File: config.mk
export PLATFORM = sky130hd
export DESIGN_NAME = ireg_queue_flat
export DESIGN_NICKNAME = d
export VERILOG_FILES = /design/src/rtl/ireg_queue_if.sv /design/src/rtl/ireg_queue.sv /design/src/flat_wrapper.sv
export SDC_FILE = /design/constraint.sdc
export NUM_CORES = 1
export LEC_CHECK = 0
export ABC_AREA = 0
export BUFFER_PORTS_ARGS = -buffer_cell sky130_fd_sc_hd__clkbuf_2
export CORE_MARGIN = 2
export CORE_UTILIZATION = 30
export CTS_CLUSTER_SIZE = 12
export DETAILED_ROUTE_END_ITERATION = 16
export PLACE_DENSITY = 0.48
export RECOVER_POWER = 50
export SYNTH_ARGS = -nofsm -noshare
export SYNTH_HDL_FRONTEND = slang
export SYNTH_SLANG_ARGS = --single-unit
File: constraint.sdc
create_clock -name CLK -period 2.5 [get_ports CLK]
set_clock_uncertainty 0.15 [all_clocks]
set_input_delay 0.125 -clock CLK [delete_from_list [all_inputs] [get_ports CLK]]
set_output_delay 0.125 -clock CLK [all_outputs]
set_load 0.02 [all_outputs]
File: src/rtl/ireg_queue_if.sv
// ---------------------------------------------------------------------------
// ireg_queue_if
//   Bundles the fetch-side and decoder-side signals of the instruction
//   register / prefetch queue.
//
//   master : the fetch/control side. It drives IN, WE, ADV and FLUSH and
//            observes the instruction register and queue status.
//   slave  : the ireg_queue block itself.
//
//   Signals
//     IN     [WIDTH]   instruction word to enqueue
//     WE               push IN into the queue
//     ADV              load the next instruction into OUT
//     FLUSH            discard queued words and invalidate OUT
//     OUT    [WIDTH]   current instruction register
//     VALID            OUT holds a live instruction
//     OPC    [OPW]     opcode field of OUT (MSBs)
//     RX     [FLW]     first register field of OUT
//     RY     [FLW]     second register field of OUT (LSBs)
//     COUNT  [CW]      queued words, not counting OUT
//     EMPTY / FULL     COUNT == 0 / COUNT == DEPTH
//     OVF              sticky: a push was dropped while full
// ---------------------------------------------------------------------------
interface ireg_queue_if #(
   parameter int WIDTH = 9,
   parameter int DEPTH = 4,
   parameter int OPW   = 3,
   parameter int FLW   = 3
);
   localparam int CW = $clog2(DEPTH) + 1;

   logic [WIDTH-1:0] IN;
   logic             WE;
   logic             ADV;
   logic             FLUSH;
   logic [WIDTH-1:0] OUT;
   logic             VALID;
   logic [OPW-1:0]   OPC;
   logic [FLW-1:0]   RX;
   logic [FLW-1:0]   RY;
   logic [CW-1:0]    COUNT;
   logic             EMPTY;
   logic             FULL;
   logic             OVF;

   modport master (
      output IN, WE, ADV, FLUSH,
      input  OUT, VALID, OPC, RX, RY, COUNT, EMPTY, FULL, OVF
   );

   modport slave (
      input  IN, WE, ADV, FLUSH,
      output OUT, VALID, OPC, RX, RY, COUNT, EMPTY, FULL, OVF
   );
endinterface

File: src/rtl/ireg_queue.sv
// ---------------------------------------------------------------------------
// ireg_queue
//   Instruction register fed by a DEPTH-entry prefetch FIFO. Fetch pushes
//   words with WE; ADV moves the oldest queued word into OUT, which drives
//   the decoder. When the queue is empty, ADV together with WE bypasses the
//   queue and loads IN straight into OUT. FLUSH clears everything.
//
//   All state changes on the FALLING edge of CLK; RST_N is asynchronous,
//   active low.
//
//   Ports
//     CLK    clock (negedge active)
//     RST_N  asynchronous active-low reset
//     bus    ireg_queue_if.slave: IN/WE/ADV/FLUSH in, OUT/VALID/OPC/RX/RY/
//            COUNT/EMPTY/FULL/OVF out
// ---------------------------------------------------------------------------
module ireg_queue #(
   parameter int WIDTH = 9,
   parameter int DEPTH = 4,
   parameter int OPW   = 3,
   parameter int FLW   = 3
) (
   input  logic        CLK,
   input  logic        RST_N,
   ireg_queue_if.slave bus
);
   localparam int PW = $clog2(DEPTH);
   localparam int CW = PW + 1;

   // queue storage and bookkeeping
   logic [WIDTH-1:0] mem [DEPTH];
   logic [PW-1:0]    rd_ptr;
   logic [PW-1:0]    wr_ptr;
   logic [CW-1:0]    count;

   // instruction register
   logic [WIDTH-1:0] out_r;
   logic             valid_r;
   logic             ovf_r;

   // per-edge decisions
   logic empty;
   logic full;
   logic pop;      // head word moves into OUT
   logic push;     // IN is written at the tail
   logic bypass;   // IN goes straight to OUT, queue untouched
   logic drop;     // push refused because the queue is full

   always_comb begin
      empty  = (count == '0);
      full   = (count == CW'(DEPTH));
      pop    = !bus.FLUSH && bus.ADV && !empty;
      bypass = !bus.FLUSH && bus.ADV && empty && bus.WE;
      // A push alongside a pop always fits: the pop frees the slot the
      // push needs, so this is legal even when full.
      push   = !bus.FLUSH && bus.WE && (pop || (!bus.ADV && !full));
      drop   = !bus.FLUSH && bus.WE && !bus.ADV && full;
   end

   // Storage carries no reset; entries are only ever read after being
   // written since the last reset/flush.
   always_ff @(negedge CLK) begin
      if (RST_N && push)
         mem[wr_ptr] <= bus.IN;
   end

   always_ff @(negedge CLK or negedge RST_N) begin
      if (!RST_N) begin
         rd_ptr  <= '0;
         wr_ptr  <= '0;
         count   <= '0;
         out_r   <= '0;
         valid_r <= 1'b0;
         ovf_r   <= 1'b0;
      end else if (bus.FLUSH) begin
         rd_ptr  <= '0;
         wr_ptr  <= '0;
         count   <= '0;
         out_r   <= '0;
         valid_r <= 1'b0;
         ovf_r   <= 1'b0;
      end else begin
         // pointers are a power-of-two width, so wrap is natural overflow
         if (push)
            wr_ptr <= wr_ptr + PW'(1);

         if (pop) begin
            out_r   <= mem[rd_ptr];
            valid_r <= 1'b1;
            rd_ptr  <= rd_ptr + PW'(1);
         end else if (bypass) begin
            out_r   <= bus.IN;
            valid_r <= 1'b1;
         end else if (bus.ADV) begin
            // advance with nothing to load: OUT keeps its stale value
            valid_r <= 1'b0;
         end

         if (push && !pop)
            count <= count + CW'(1);
         else if (pop && !push)
            count <= count - CW'(1);

         if (drop)
            ovf_r <= 1'b1;
      end
   end

   // decoder-facing outputs, combinational from the registers
   assign bus.OUT   = out_r;
   assign bus.VALID = valid_r;
   assign bus.OPC   = out_r[WIDTH-1 -: OPW];
   assign bus.RX    = out_r[WIDTH-OPW-1 -: FLW];
   assign bus.RY    = out_r[FLW-1:0];
   assign bus.COUNT = count;
   assign bus.EMPTY = empty;
   assign bus.FULL  = full;
   assign bus.OVF   = ovf_r;

endmodule

File: src/flat_wrapper.sv
// flat-port wrapper written by rule: the top's interface ports become plain ports
module ireg_queue_flat 
#(
   parameter int WIDTH = 9,
   parameter int DEPTH = 4,
   parameter int OPW   = 3,
   parameter int FLW   = 3
)
  (CLK, RST_N, bus_IN, bus_WE, bus_ADV, bus_FLUSH, bus_OUT, bus_VALID, bus_OPC, bus_RX, bus_RY, bus_COUNT, bus_EMPTY, bus_FULL, bus_OVF);
  ireg_queue_if #(.WIDTH(WIDTH), .DEPTH(DEPTH), .OPW(OPW), .FLW(FLW)) bus_i ();
  input  logic CLK;
  input  logic RST_N;
  input wire logic [$bits(bus_i.IN)-1:0] bus_IN;
  input wire logic [$bits(bus_i.WE)-1:0] bus_WE;
  input wire logic [$bits(bus_i.ADV)-1:0] bus_ADV;
  input wire logic [$bits(bus_i.FLUSH)-1:0] bus_FLUSH;
  output wire logic [$bits(bus_i.OUT)-1:0] bus_OUT;
  output wire logic [$bits(bus_i.VALID)-1:0] bus_VALID;
  output wire logic [$bits(bus_i.OPC)-1:0] bus_OPC;
  output wire logic [$bits(bus_i.RX)-1:0] bus_RX;
  output wire logic [$bits(bus_i.RY)-1:0] bus_RY;
  output wire logic [$bits(bus_i.COUNT)-1:0] bus_COUNT;
  output wire logic [$bits(bus_i.EMPTY)-1:0] bus_EMPTY;
  output wire logic [$bits(bus_i.FULL)-1:0] bus_FULL;
  output wire logic [$bits(bus_i.OVF)-1:0] bus_OVF;
  assign bus_i.IN = bus_IN;
  assign bus_i.WE = bus_WE;
  assign bus_i.ADV = bus_ADV;
  assign bus_i.FLUSH = bus_FLUSH;
  assign bus_OUT = bus_i.OUT;
  assign bus_VALID = bus_i.VALID;
  assign bus_OPC = bus_i.OPC;
  assign bus_RX = bus_i.RX;
  assign bus_RY = bus_i.RY;
  assign bus_COUNT = bus_i.COUNT;
  assign bus_EMPTY = bus_i.EMPTY;
  assign bus_FULL = bus_i.FULL;
  assign bus_OVF = bus_i.OVF;
  ireg_queue #(.WIDTH(WIDTH), .DEPTH(DEPTH), .OPW(OPW), .FLW(FLW)) u_core (.CLK(CLK), .RST_N(RST_N), .bus(bus_i));
endmodule
==> summary.txt, run 1 <==
Status
  – Status: complete, but fails checks
  – Failing checks: negative setup slack

Synthesis
  – Ys flop type: edfxtp_1
  – Syn. warnings: 0
  – Mapped Cells: 153
  – Most common cell in the synthesized netlist: edfxtp_1
  – Dominant cell type by area after synthesis: edfxtp_1
  – Compound-cell area share of the yosys netlist: 0.0686
  – FF+latch count, synth: 54
  – Syn_nets: 172
  – Synth top area share: 0.449
  – Post-synth cell types: 33
  – Synth top cells by count: 36 x edfxtp_1, 18 x dfrtn_1, 13 x nor2_1
  – XOR/XNOR Fraction of Synth Area: 0.0146
  – Post-synth EDFFs: 36
  – Avg Cell Area, Syn: 15.7 um2
  – Post-synth ARST share: 0.333
  – Synth Cell Area: 2410 um2
  – Simple-Gate Fraction of Synth Area: 0.0946
  – Seq/Total Area, Yosys: 0.636
  – Largest family of logic cells by synthesized area: multiplexers
  – Dominant cells by area after synthesis: edfxtp_1 45%, dfrtn_1 19%, mux4_2 7.5%
  – Mux share of post-synthesis cell area: 0.104
  – Adder-cell share of the synthesized area: 0.0291

Timing
  – Slew at the pin closest to its max-slew limit: 0.588 ns
  – RSZ-0062 raised after global routing: true
  – Final Hold Vio Count: 0
  – Worst Slack Setup Final: -0.194 ns
  – Fin Setup TNS: -1.42 ns
  – Final number of max-transition violations: 0
  – Final setup violation count: 20
  – Rel. slew slack: 0.608

Clocking
  – CTS Buf Count: 5
  – Worst-case clock buffer depth: 2
  – CTS clk-pin slew, worst paths: 0.07 ns
  – TritonCTS clock tree: built
  – Clk_lat worst skew: 0.39 ns
  – Max H-tree Level: 2
  – Root Buffer: clkbuf_8
  – Clock Sinks: 54

Route
  – Average wire per standard cell: 16.7 um
  – Initial DRC Count: 43
  – Routed vias/inst: 4.71
  – DRC Markers: 0
  – DRT Wirelength: 5660 um
  – Pre-Repair DR Iteration Count: 4
  – Routed Antenna Nets: 0
  – Vias: 1602

Floorplan
  – I/O Pins: 39
  – Initial Util: 0.310
  – Core ar.: 7770 um2
  – Die area: 8760 um2
  – Cell row count: 32
  – Die Wd: 93.6 um
  – Die H: 93.6 um

Setup path
  – Critical path, cell by cell: nor2_2, and2_4, buf_8
  – CP Class: flop to output pin
  – CP max stage cell: dfrtn_1
  – Maximum fanout along the worst path: 4
  – Req. time, crit path: 2.23 ns
  – CP endpoint kind: output pin
  – Worst setup SP type: flop
  – Worst EP arrival: 2.42 ns
  – Slowest stage delay, CP: 0.49 ns

Global route
  – Total track usage: 0.137
  – Vias in the first global route: 1661
  – Global-route wire length before repair: 8870 um
  – Largest net degree at the start of global routing: 18
  – Initial antenna violation count: 0
  – Remaining Overflow, GRT: 0

Job
  – Max Cap Viol: 0

Pwr
  – Pleak: 1.38 nW
  – Power density cells: 869 nW/um2
  – Peak VDD IR: 0.285 mV

Layout
  – Area delta synth->final: 29.6%
  – Final #Nets: 256
  – Utilization after layout: 0.402
  – Filler cell count: 759
  – Share of cells above drive strength 1: 0.319
  – Number of inserted diodes: 0
  – Fin area: 3120 um2

Placed design
  – GP Congestion: 0.831
  – Placed Area: 2760 um2
  – Final HPWL DP: 3760 um
  – Port bufs: 38

Hold path
  – Hold crit path type: flop to flop
[area by class of cell]
type	instances	area, um2	share of cell area
flip-flops and latches	54	1530	0.491
inverters	5	18.8	0.00601
multi-input cells	77	791	0.253
clock buffers	6	72.6	0.0233
well taps	102	128	0.0409
clock inverters	38	153	0.0489
repair buffers	58	427	0.137
[state kept, by name, indices dropped and copies added, names as in the netlist]
name / count
u_core.bus.COUNT: 3
u_core.bus.OUT: 9
u_core.bus.OVF: 1
u_core.bus.VALID: 1
u_core.mem: 36
u_core.rd_ptr: 2
u_core.wr_ptr: 2
[worst paths after layout]
path                                       end  cells past startpoint                 from  slack (ns)
max in group asynchronous    u_core.bus.OUT[3]                      2                RST_N        0.65
max reg2reg                u_core.bus.COUNT[2]                      8  u_core.bus.COUNT[1]        0.46
max                                   bus_FULL                      3  u_core.bus.COUNT[1]       -0.19
min in group asynchronous     u_core.wr_ptr[1]                      1                RST_N        0.68
min                          u_core.bus.OUT[4]                      1    u_core.bus.OUT[4]        0.33
min reg2reg                  u_core.bus.OUT[4]                      1    u_core.bus.OUT[4]        0.33
[per-stage QoR]
stage | total power [mW] | hold slack [ns] | std cells | setup WS [ns]
final | 2.71 | 0.334 | 340 | -0.194
after global placement | 1.91 | 0.295 | 291 | -0.245
after floorplan | 1.71 | 0.343 | 153 | -0.110
after detailed placement | 1.93 | 0.341 | 291 | -0.292
after CTS | 2.66 | 0.342 | 337 | -0.206
after global routing | 2.87 | 0.348 | 340 | -0.228
[where the power goes]
group	internal [mW]	switching, mW	leakage, nW
clock	0.281	0.463	0.238
sequential	1.04	0.0762	0.567
combinational	0.424	0.422	0.580
[logic make-up after synthesis]
kind of cell    count (synthesis)
compound gates                 18
buf+inv                        22
flops                          54
mux                            13
fa+ha+maj                       5
xor+xnor                        4
simple gates                   37
[per-layer routing]
layer / GRT usage / up-vias / wire (um)
met2: 0.222 / 43 / 2770
met1: 0.185 / 805 / 2630
met5: 0 / - / 0
met4: 0.0362 / 0 / 84
li1: - / 747 / -
met3: 0.0298 / 7 / 176
[what timing repair did]
item	in CTS	in global routing
endpoints found under the setup margin	9	20
resized for setup	16	28
hold buffers	0	0
pin swaps	1	1
buffers inserted	3	3
[critical path, delay by kind of cell, from the launching register on]
family / cells / cell delay (ns)
and+or+nand+nor: 2 / 0.24
DFF: 1 / 0.49
buffers and inverters: 1 / 0.12
[cells in the final DEF, fill, tap and decap left out, types with 2 or more instances in the layout]
cell      netlist  final
or3_1           2      2
a221o_1         9      9
inv_1           6     41
ha_1            4      4
inv_6           0      2
and3b_1         9      9
mux2_2          4      4
dfrtn_1        18     18
nor2_1         13     12
buf_6           1      3
buf_2           2      2
xor2_1          2      2
clkbuf_2        0     10
a21oi_1         2      2
xnor2_1         2      2
buf_4           9     22
clkbuf_1        3     14
edfxtp_1       36     36
mux4_2          8      8
nor3_2          0      2
clkbuf_8        0     10
buf_8           0      2
and3_4          0      3
Note: power is estimated with default switching activity, not from simulation.
==> run 2, diff against run 1 <==
clock period = 3 ns   (was 2.5 ns; I/O delays follow)
==> run 2 against run 1 <==
Against the previous run: the flow now finishes without violations; combinational power shrank 31%; worst setup slack gained 0.21 ns; sequential share of layout area grew 0.88 points; via count shrank 2.6%; hold slack lost 0.036 ns; first-iteration DRC count grew 98%; flip-flop and latch count is the same; sequential power shrank 15%; critical endpoint unchanged; largest cell class unchanged.
==> summary.txt, run 2 (synthesis results as in run 1) <==
Status
  – Status: complete, no violations

Clocking
  – TritonCTS clock tree: built
  – CTS clk-pin slew, worst paths: 0.07 ns
  – Worst-case clock buffer depth: 2
  – CTS Buf Count: 5
  – Hold_buf cts: 0
  – Clock Sinks: 54
  – Clk_lat worst skew: 0.39 ns
  – Root Buffer: clkbuf_8
  – Max H-tree Level: 2

Placed design
  – Placed Area: 2780 um2
  – Final HPWL DP: 3520 um
  – Port bufs: 38
  – GP Congestion: 0.776

Global route
  – Initial antenna violation count: 0
  – Remaining Overflow, GRT: 0
  – Largest net degree at the start of global routing: 19
  – Global-route wire length before repair: 8360 um
  – Total track usage: 0.131
  – Vias in the first global route: 1541

Setup path
  – Slowest stage delay, CP: 0.51 ns
  – Req. time, crit path: 2.70 ns
  – CP endpoint kind: output pin
  – Worst setup SP type: flop
  – Worst EP arrival: 2.68 ns
  – Bufs and invs on worst path: 1
  – Crit-path leading delay family: flip-flops
  – R2r startpoint: u_core.rd_ptr[0]
  – Worst Setup SP: u_core.bus.COUNT[0]
  – Critical path, cell by cell: nor2_2, and2_4, buf_8
  – CP max stage cell: dfrtn_1
  – CP Class: flop to output pin
  – Maximum fanout along the worst path: 4

Pwr
  – Peak VDD IR: 0.283 mV
  – Comb pwr share: 0.261
  – Pleak: 1.38 nW
  – Power density cells: 728 nW/um2
  – Switching Share: 0.341
  – Clk network pwr share: 0.311
  – Flop pwr share: 0.428
  – Psw: 762 uW
  – Tot Pwr: 2.23 mW
  – Int Power: 1.47 mW

Layout
  – Register name with the most flops: u_core.mem
  – Utilization after layout: 0.395
  – Fin area: 3070 um2
  – Final #Nets: 257
  – Number of inserted diodes: 0
  – Commonest non-fill, non-tap cell in the layout: inv_1
  – Share of cells above drive strength 1: 0.297
  – Max FFs per register: 36
  – Area delta synth->final: 27.3%
  – Highest-count cells in the layout ignoring fill and taps: 41 x inv_1, 36 x edfxtp_1, 26 x clkbuf_2, 18 x dfrtn_1, 16 x buf_4
  – Filler cell count: 771

Route
  – Routed Antenna Nets: 0
  – Pre-Repair DR Iteration Count: 4
  – Routed vias/inst: 4.58
  – DRC Markers: 0
  – Average wire per standard cell: 15.4 um
  – DRT Wirelength: 5250 um
  – Initial DRC Count: 85
  – Vias: 1561

Floorplan
  – Initial Util: 0.310
  – Die Wd: 93.6 um
  – Die area: 8760 um2
  – Cell row count: 32
  – I/O Pins: 39
  – Core ar.: 7770 um2
  – Die H: 93.6 um

Timing
  – Final setup violation count: 0
  – Slew at the pin closest to its max-slew limit: 0.950 ns
  – Final Hold Vio Count: 0
  – RSZ-0062 raised after global routing: true
  – Rel. slew slack: 0.367
  – Final number of max-transition violations: 0

Hold path
  – Hold crit path type: flop to flop
  – Hold_sp: u_core.bus.OVF

Job
  – Max Cap Viol: 0
run 2: changes by cell type in the layout (fill, tap and decap cells not counted), sizes merged:
cell and change:
buf -10, bufinv +1, clkbuf +10
run 2: metal layers:
metal / GRT usage / share of wire / vias up
met3: 0.0282 / 0.048 / 5
met5: 0 / 0 / -
li1: - / - / 746
met4: 0.0435 / 0.014 / 0
met2: 0.212 / 0.49 / 40
met1: 0.175 / 0.45 / 770
run 2: area by class of cell:
class                           count  area, um2  share of cell area
Sequential cell                    54       1530               0.500
Inverter                            5       18.8             0.00612
Tap cell                          102        128              0.0416
Timing Repair Buffer               59        374               0.122
Clock inverter                     39        185              0.0604
Clock buffer                        5       68.8              0.0224
Multi-Input combinational cell     77        759               0.248
run 2: power by group through the flow:
stage | Clock, mW | Sequential, mW | Combinational (mW)
after floorplan | 0.0739 | 0.977 | 0.364
after global placement | 0.0739 | 0.973 | 0.521
after detailed placement | 0.0739 | 0.976 | 0.531
after CTS | 0.720 | 0.960 | 0.574
after global routing | 0.789 | 0.973 | 0.632
final | 0.695 | 0.956 | 0.582
run 2: timing repair:
item	CTS	global route
buffers inserted	4	2
gates resized for setup	5	3
hold endpoints to repair	0	0
cloned	0	0
setup endpoints to repair	2	2
pin swaps	0	1
run 2: stage by stage:
step	TNS [ns]	worst slack (ns)	hold WS (ns)	instances
3_3_place_gp	-1.35	-0.0388	0.297	292
5_1_grt	-0.0461	-0.0461	0.343	341
6_report	0	0.0178	0.298	341
3_5_place_dp	-0.751	-0.137	0.302	292
2_1_floorplan	0	0.00164	0.343	153
4_1_cts	-0.00629	-0.00629	0.307	339
run 2: path summary, 6_finish.rpt:
path / end / slack [ns] / cells past startpoint
max in group asynchronous: u_core.bus.OUT[8] / 0.58 / 2
hold reg to reg: u_core.bus.OVF / 0.30 / 2
setup reg to reg: u_core.bus.OUT[4] / 0.80 / 3
hold / removal: u_core.bus.OVF / 0.30 / 2
setup / recovery: bus_FULL / 0.02 / 3
min in group asynchronous: u_core.wr_ptr[0] / 0.92 / 1
run 2: worst register-to-register path, cell delays in order, from the launching register on:
cell and delay (ns):
dfrtn_1 0.84, mux4_1 0.63, and3b_1 0.19, a221o_1 0.25
